**config.mk**
```make
export PLATFORM = sky130hd
export DESIGN_NAME = isp_uart_rx
export DESIGN_NICKNAME = d
export VERILOG_FILES = /design/src/rtl/isp_uart_pkg.sv /design/src/rtl/isp_uart_rx_fifo.sv /design/src/rtl/isp_uart_rx.sv
export SDC_FILE = /design/constraint.sdc
export NUM_CORES = 1
export LEC_CHECK = 0
export ABC_AREA = 1
export BUFFER_PORTS_ARGS = -buffer_cell sky130_fd_sc_hd__buf_2
export CAP_MARGIN = 20
export CORE_MARGIN = 4
export CORE_UTILIZATION = 55
export CTS_CLUSTER_DIAMETER = 120
export DETAILED_ROUTE_END_ITERATION = 8
export HOLD_SLACK_MARGIN = 0.1
export PLACE_DENSITY = 0.75
export SLEW_MARGIN = 10
export SYNTH_ARGS = -nofsm -noshare
export SYNTH_HDL_FRONTEND = slang
export SYNTH_SLANG_ARGS = --single-unit
```
**constraint.sdc**
```tcl
create_clock -name CLK_BASE -period 1.6 [get_ports CLK_BASE]
set_input_delay 0.32 -clock CLK_BASE [delete_from_list [all_inputs] [get_ports CLK_BASE]]
set_output_delay 0.32 -clock CLK_BASE [all_outputs]
set_load 0.005 [all_outputs]
```
**src/rtl/isp_uart_pkg.sv**
```systemverilog
// Shared types and constants for the fabric-side MMUART receiver.
// State enum, oversampling constants and data width.
package isp_uart_pkg;

  localparam int OVERSAMPLE = 16;
  localparam int MID_SAMPLE = 8;
  localparam int DATA_W     = 8;

  typedef enum logic [2:0] {
    S_IDLE,
    S_START,
    S_DATA,
    S_PARITY,
    S_STOP,
    S_BREAK
  } rx_state_t;

endpackage

```
**src/rtl/isp_uart_rx_fifo.sv**
```systemverilog
// First-word-fall-through byte FIFO with valid/ready pop side.
// Drops a push that finds the FIFO full with no pop, flagging overflow.
module isp_uart_rx_fifo
  import isp_uart_pkg::*;
#(
  parameter int DEPTH = 4
) (
  input  logic              clk,
  input  logic              rst_n,
  input  logic              push,
  input  logic [DATA_W-1:0] push_data,
  input  logic              ready,
  output logic [DATA_W-1:0] head,
  output logic              valid,
  output logic              overflow
);

  localparam int AW = $clog2(DEPTH);

  logic [DATA_W-1:0] mem [DEPTH];
  logic [AW:0]       wr_ptr;
  logic [AW:0]       rd_ptr;
  logic              full;
  logic              pop;
  logic              wr_en;

  assign valid = wr_ptr != rd_ptr;
  assign full  = (wr_ptr[AW-1:0] == rd_ptr[AW-1:0])
              && (wr_ptr[AW] != rd_ptr[AW]);
  assign pop   = valid && ready;
  // a pop in the same cycle frees the slot the push needs
  assign wr_en    = push && (!full || pop);
  assign overflow = push && full && !pop;
  assign head     = mem[rd_ptr[AW-1:0]];

  always_ff @(posedge clk or negedge rst_n) begin
    if (!rst_n) begin
      wr_ptr <= '0;
      rd_ptr <= '0;
      for (int i = 0; i < DEPTH; i++) begin
        mem[i] <= '0;
      end
    end else begin
      if (wr_en) begin
        mem[wr_ptr[AW-1:0]] <= push_data;
        wr_ptr <= wr_ptr + 1'b1;
      end
      if (pop) begin
        rd_ptr <= rd_ptr + 1'b1;
      end
    end
  end

endmodule

```
**src/rtl/isp_uart_rx.sv**
```systemverilog
// 16x oversampling UART receiver (8N1, or 8E1 with ISP_UART_RX_PARITY_EN)
// feeding a FWFT FIFO; sticky frame/overrun/parity flags.
module isp_uart_rx
  import isp_uart_pkg::*;
#(
  parameter int BAUD_DIV   = 27,
  parameter int FIFO_DEPTH = 4
) (
  input  logic              CLK_BASE,
  input  logic              RESET_N,
  input  logic              RXD,
  output logic [DATA_W-1:0] RX_DATA,
  output logic              RX_VALID,
  input  logic              RX_READY,
  output logic              FRAME_ERR,
  output logic              OVERRUN,
`ifdef ISP_UART_RX_PARITY_EN
  output logic              PARITY_ERR,
`endif
  input  logic              ERR_CLR
);

`ifdef ISP_UART_RX_PARITY_EN
  localparam rx_state_t AFTER_DATA = S_PARITY;
`else
  localparam rx_state_t AFTER_DATA = S_STOP;
`endif

  rx_state_t         state;
  logic              sync1;
  logic              rxs;
  logic [11:0]       tick_cnt;
  logic              tick;
  logic [3:0]        samp;
  logic [2:0]        bit_cnt;
  logic [DATA_W-1:0] shreg;
  logic              bit_done;
  logic              push;
  logic              fe_set;
  logic              ovf;

  assign tick     = tick_cnt == 12'(BAUD_DIV - 1);
  assign bit_done = tick && (samp == 4'(OVERSAMPLE - 1));
  assign fe_set   = (state == S_STOP) && bit_done && !rxs;

`ifdef ISP_UART_RX_PARITY_EN
  logic par_bad;
  logic par_set;
  assign par_set = (state == S_PARITY) && bit_done
                && (^{shreg, rxs});
  assign push    = (state == S_STOP) && bit_done
                && rxs && !par_bad;
`else
  assign push    = (state == S_STOP) && bit_done && rxs;
`endif

  always_ff @(posedge CLK_BASE or negedge RESET_N) begin
    if (!RESET_N) begin
      sync1 <= 1'b1;
      rxs   <= 1'b1;
    end else begin
      sync1 <= RXD;
      rxs   <= sync1;
    end
  end

  // restart the bit timebase at the falling edge of the start bit
  always_ff @(posedge CLK_BASE or negedge RESET_N) begin
    if (!RESET_N) begin
      tick_cnt <= '0;
    end else if ((state == S_IDLE && !rxs) || tick) begin
      tick_cnt <= '0;
    end else begin
      tick_cnt <= tick_cnt + 12'd1;
    end
  end

  always_ff @(posedge CLK_BASE or negedge RESET_N) begin
    if (!RESET_N) begin
      state   <= S_IDLE;
      samp    <= '0;
      bit_cnt <= '0;
      shreg   <= '0;
`ifdef ISP_UART_RX_PARITY_EN
      par_bad <= 1'b0;
`endif
    end else begin
      unique case (state)
        S_IDLE: begin
          if (!rxs) begin
            state <= S_START;
            samp  <= '0;
          end
        end
        S_START: begin
          if (tick) begin
            if (samp == 4'(MID_SAMPLE - 1)) begin
              state   <= rxs ? S_IDLE : S_DATA;
              samp    <= '0;
              bit_cnt <= '0;
            end else begin
              samp <= samp + 4'd1;
            end
          end
        end
        S_DATA: begin
          if (tick) begin
            samp <= samp + 4'd1;
            if (bit_done) begin
              shreg   <= {rxs, shreg[DATA_W-1:1]};
              bit_cnt <= bit_cnt + 3'd1;
              if (bit_cnt == 3'd7) begin
                state <= AFTER_DATA;
              end
            end
          end
        end
`ifdef ISP_UART_RX_PARITY_EN
        S_PARITY: begin
          if (tick) begin
            samp <= samp + 4'd1;
            if (bit_done) begin
              par_bad <= ^{shreg, rxs};
              state   <= S_STOP;
            end
          end
        end
`endif
        S_STOP: begin
          if (tick) begin
            samp <= samp + 4'd1;
            if (bit_done) begin
              state <= rxs ? S_IDLE : S_BREAK;
            end
          end
        end
        S_BREAK: begin
          if (rxs) begin
            state <= S_IDLE;
          end
        end
        default: state <= S_IDLE;
      endcase
    end
  end

  always_ff @(posedge CLK_BASE or negedge RESET_N) begin
    if (!RESET_N) begin
      FRAME_ERR  <= 1'b0;
      OVERRUN    <= 1'b0;
`ifdef ISP_UART_RX_PARITY_EN
      PARITY_ERR <= 1'b0;
`endif
    end else begin
      FRAME_ERR  <= fe_set | (FRAME_ERR & ~ERR_CLR);
      OVERRUN    <= ovf | (OVERRUN & ~ERR_CLR);
`ifdef ISP_UART_RX_PARITY_EN
      PARITY_ERR <= par_set | (PARITY_ERR & ~ERR_CLR);
`endif
    end
  end

  isp_uart_rx_fifo #(
    .DEPTH (FIFO_DEPTH)
  ) u_fifo (
    .clk       (CLK_BASE),
    .rst_n     (RESET_N),
    .push      (push),
    .push_data (shreg),
    .ready     (RX_READY),
    .head      (RX_DATA),
    .valid     (RX_VALID),
    .overflow  (ovf)
  );

endmodule
```
==> summary.txt <==
Logic synthesis
  • Sequential fraction of the synthesis area: 48.5%
  • Syn. warnings: 0
  • Cell accounting for the most synthesized area: dfrtp_1
  • Yosys reg bits: 72
  • Post-synthesis xor/xnor area fraction: about 1.9%
  • Post-Synth Adder-Cell Area: 3.36%
  • Mapped cell area: between 0.003 and 0.004 sq mm
  • Synth unique cells: 35
  • Mapped Cells: around 430
  • Count leader, synth: nand2_1
  • Synth area leaders: dfrtp_1 47%, nand2_1 13%, nand4_1 6.1%, nor2_1 3.4%, ha_1 3.4%
  • Avg Cell Area, Syn: between 8 and 9 sq um
  • EDFF count, synth: 0
  • Simple-Gate Fraction of Synth Area: 31.6%
  • Largest family of logic cells by synthesized area: simple AND/OR/NAND/NOR gates
  • Post-synth top flop: dfrtp_1
  • Synthesized net count: approximately 450
  • Synth top cells by count: 129 x nand2_1, 70 x dfrtp_1, 36 x nand4_1
  • Synth Area in Compound Gates: a little over 7%
  • Multiplexer share of the synthesized area: 0%
  • Ys async rst share: between 90% and 100%
  • Top cell type's share of synthesized area: between 40% and 50%

Setup path
  • Worst Setup Path Type: flop to output port
  • Critical-path cell list: clkinv_4 > clkbuf_16 > o21ai_4 > o22ai_2 > buf_2
  • CP Capture Type: output port
  • Delay-heaviest family, CP: flip-flops
  • Largest fanout on the critical path: 4
  • Data arrival time of the worst path: 1.48 ns
  • Critical Path RT: approximately 1.3 ns
  • Reg2reg path depth: 10
  • Critical path buffer and inverter count: 3
  • Reg-to-Reg End: u_fifo.mem[30]
  • CP max stage cell: dfrtp_2
  • Worst R2R Setup Slack: -0.10 ns
  • Startpoint types: flop
  • Worst r2r src: tick_cnt[0]
  • Critical path's largest stage delay: approximately 0.46 ns

Timing
  • Fin. max-slew vios: 0
  • Post-route setup slack: -0.203 ns
  • Final hold violation count: 0
  • Rel. slew slack: 66.0%
  • Worst Tran Pin Value: roughly 0.51 ns
  • # setup viols final: 55
  • RSZ-0062 raised after global routing: true
  • Max Freq: approximately 0.55 GHz
  • Fin crit share: 113%
  • Crit path time final: 1.80 ns
  • Worst clock skew: 0.00873 ns
  • Setup TNS: -4.02 ns

Routing
  • Drt pass-1 iters: 7
  • DRT Wirelength: around 11 mm
  • Drt drc: 0
  • Final antenna-violating net count: 0
  • Vias per cell: between 5 and 6
  • Initial DRC Count: 315
  • Total number of vias: roughly 3500
  • Drt wl/cell: 18.4 microns

Clock network
  • Clock sink total: between 70 and 80
  • Clk pin slew, worst setup/hold paths: about 0.08 ns
  • H-tree depth: 3
  • Clock root cell: clkbuf_8
  • Total CTS buffers: 9
  • Worst-Skew Late Latency: between 0.3 and 0.4 ns
  • CTS tree: built
  • Clk buf depth: 2

Floorplanning
  • Chip height: between 90 and 100 microns
  • Die Area: slightly above 0.008 sq mm
  • Core Footprint: approximately 0.0065 sq mm
  • Row count: 29
  • Die Width: between 90 and 100 microns
  • Starting Density: between 50% and 60%
  • Ports: 16

Power and ir drop
  • Switch Pwr: 1.72 mW
  • Leak: roughly 2.5 nW
  • Worst vdd ir: approximately 0.66 mV
  • Reg power frac: between 30% and 40%
  • Pwr dens: roughly 1100 mW/mm^2
  • Comb power frac: a little under a third
  • Share of total power in the clock network: 32.2%
  • Internal power: roughly 3.5 mW
  • Total power: 5.26 mW
  • Sw frac: between 30% and 40%

Global routing
  • Initial antenna violation count: 0
  • Largest net degree at the start of global routing: 34
  • Vias in the first global route: between 3000 and 4000
  • Total global-route track usage: 24.1%
  • First-pass GRT wire length: 15.8 mm
  • Overflow after GRT: 0

Place
  • Post-DP HPWL: between 5 and 6 mm
  • GPL Wtd Cong: a little under 0.9
  • # port buffers: 15

Hold path
  • Worst hold path depth: 2
  • HP Class: input port to flop
  • Start point of the worst hold path: ERR_CLR
  • WHS Endpoint: FRAME_ERR

Finish
  • Layout cells sized above 1: a little over a third
  • Fillers: 420
  • FF/Latch Area: between 0.0015 and 0.002 sq mm
  • Antenna cells: 0
  • Area of the multi-input gates: 0.00195 sq mm
  • Syn-to-layout area delta: 32.2%
  • Net count reported at finish: between 500 and 600

Run status
  • Failing checks: setup timing
  • Status: finished, violations left

Job
  • Max Cap Violations: 0
layout by cell type (no fill, tap or decap), types with 7 or more instances in the layout:
cell	netlist	final
buf_2	8	17
buf_4	1	42
clkbuf_8	0	11
dfrtp_1	70	68
ha_1	10	8
inv_1	22	20
nand2_1	129	99
nand2_2	4	30
nand3_1	16	14
nand4_1	36	36
nor2_1	34	28
nor2_4	3	7
o21ai_0	23	10
o21ai_1	7	11
sequential cells by signal (all words and copies together) (netlist names):
register	count
bit_cnt	3
OVERRUN	1
u_fifo.rd_ptr	3
u_fifo.wr_ptr	3
shreg	8
u_fifo.mem	32
state	3
samp	4
tick_cnt	12
FRAME_ERR	1
rxs	1
sync1	1
layer usage:
metal  track usage (%)  share of wire [%]  wire length [microns]
met5                 0                  0                      0
met4              8.93                4.0                    425
met3              5.50                6.5                    700
met2              39.4                 51                   5510
met1              31.3                 38                   4120
per-stage QoR:
stage	hold WS, ns	setup WS (ns)	std cells	area (sq um)	util, %
after global placement	0.300	-0.0561	545	4080	63.1
final	0.187	-0.203	584	4920	76.2
after global routing	0.196	-0.235	584	4920	76.2
after floorplan	0.0244	0.00996	431	3720	-
after detailed placement	0.292	-0.118	545	4080	63.1
after CTS	0.188	-0.119	578	4610	71.4
how the worst max path moves through the flow:
stage | end | cells past startpoint | slack [ns] | startpoint
after global placement | u_fifo.mem[31] | 9 | -0.06 | tick_cnt[0]
after detailed placement | samp[0] | 9 | -0.12 | tick_cnt[0]
after CTS | RX_DATA[3] | 5 | -0.12 | u_fifo.rd_ptr[0]
after floorplan | bit_cnt[1] | 10 | 0.01 | tick_cnt[0]
final | RX_DATA[0] | 5 | -0.20 | u_fifo.rd_ptr[0]
after global routing | RX_DATA[0] | 5 | -0.24 | u_fifo.rd_ptr[0]
layout make-up:
class	instances	share of cell area [%]
Timing Repair Buffer	77	14.5
Sequential cell	72	36.7
Inverter	29	2.49
Clock inverter	5	1.60
Multi-Input combinational cell	313	39.6
Clock buffer	11	3.08
Tap cell	77	1.96
cells by family after synthesis:
logic type	count (synthesis)
buffers and inverters	47
and+or+nand+nor	245
DFF	72
adders and majority gates	10
xor gates and xnor gates	8
AOI/OAI and AO/OA	49
timing repair:
item | in CTS | in global routing
gates cloned | 3 | 4
resized for setup | 41 | 70
pin swaps | 14 | 19
setup endpoints to repair | 52 | 72
setup buffers | 12 | 3
hold buffers | 2 | 0
endpoints found under the hold margin | 17 | 0
power groups by stage:
stage / clock network [mW] / registers, mW / logic (mW)
6_report: 1.69 / 1.94 / 1.63
5_1_grt: 1.78 / 1.94 / 1.71
4_1_cts: 1.68 / 1.91 / 1.09
3_5_place_dp: 0 / 1.94 / 0.987
3_3_place_gp: 0 / 1.94 / 0.965
2_1_floorplan: 0 / 1.92 / 0.632
Power figures use the tool's default switching activity.
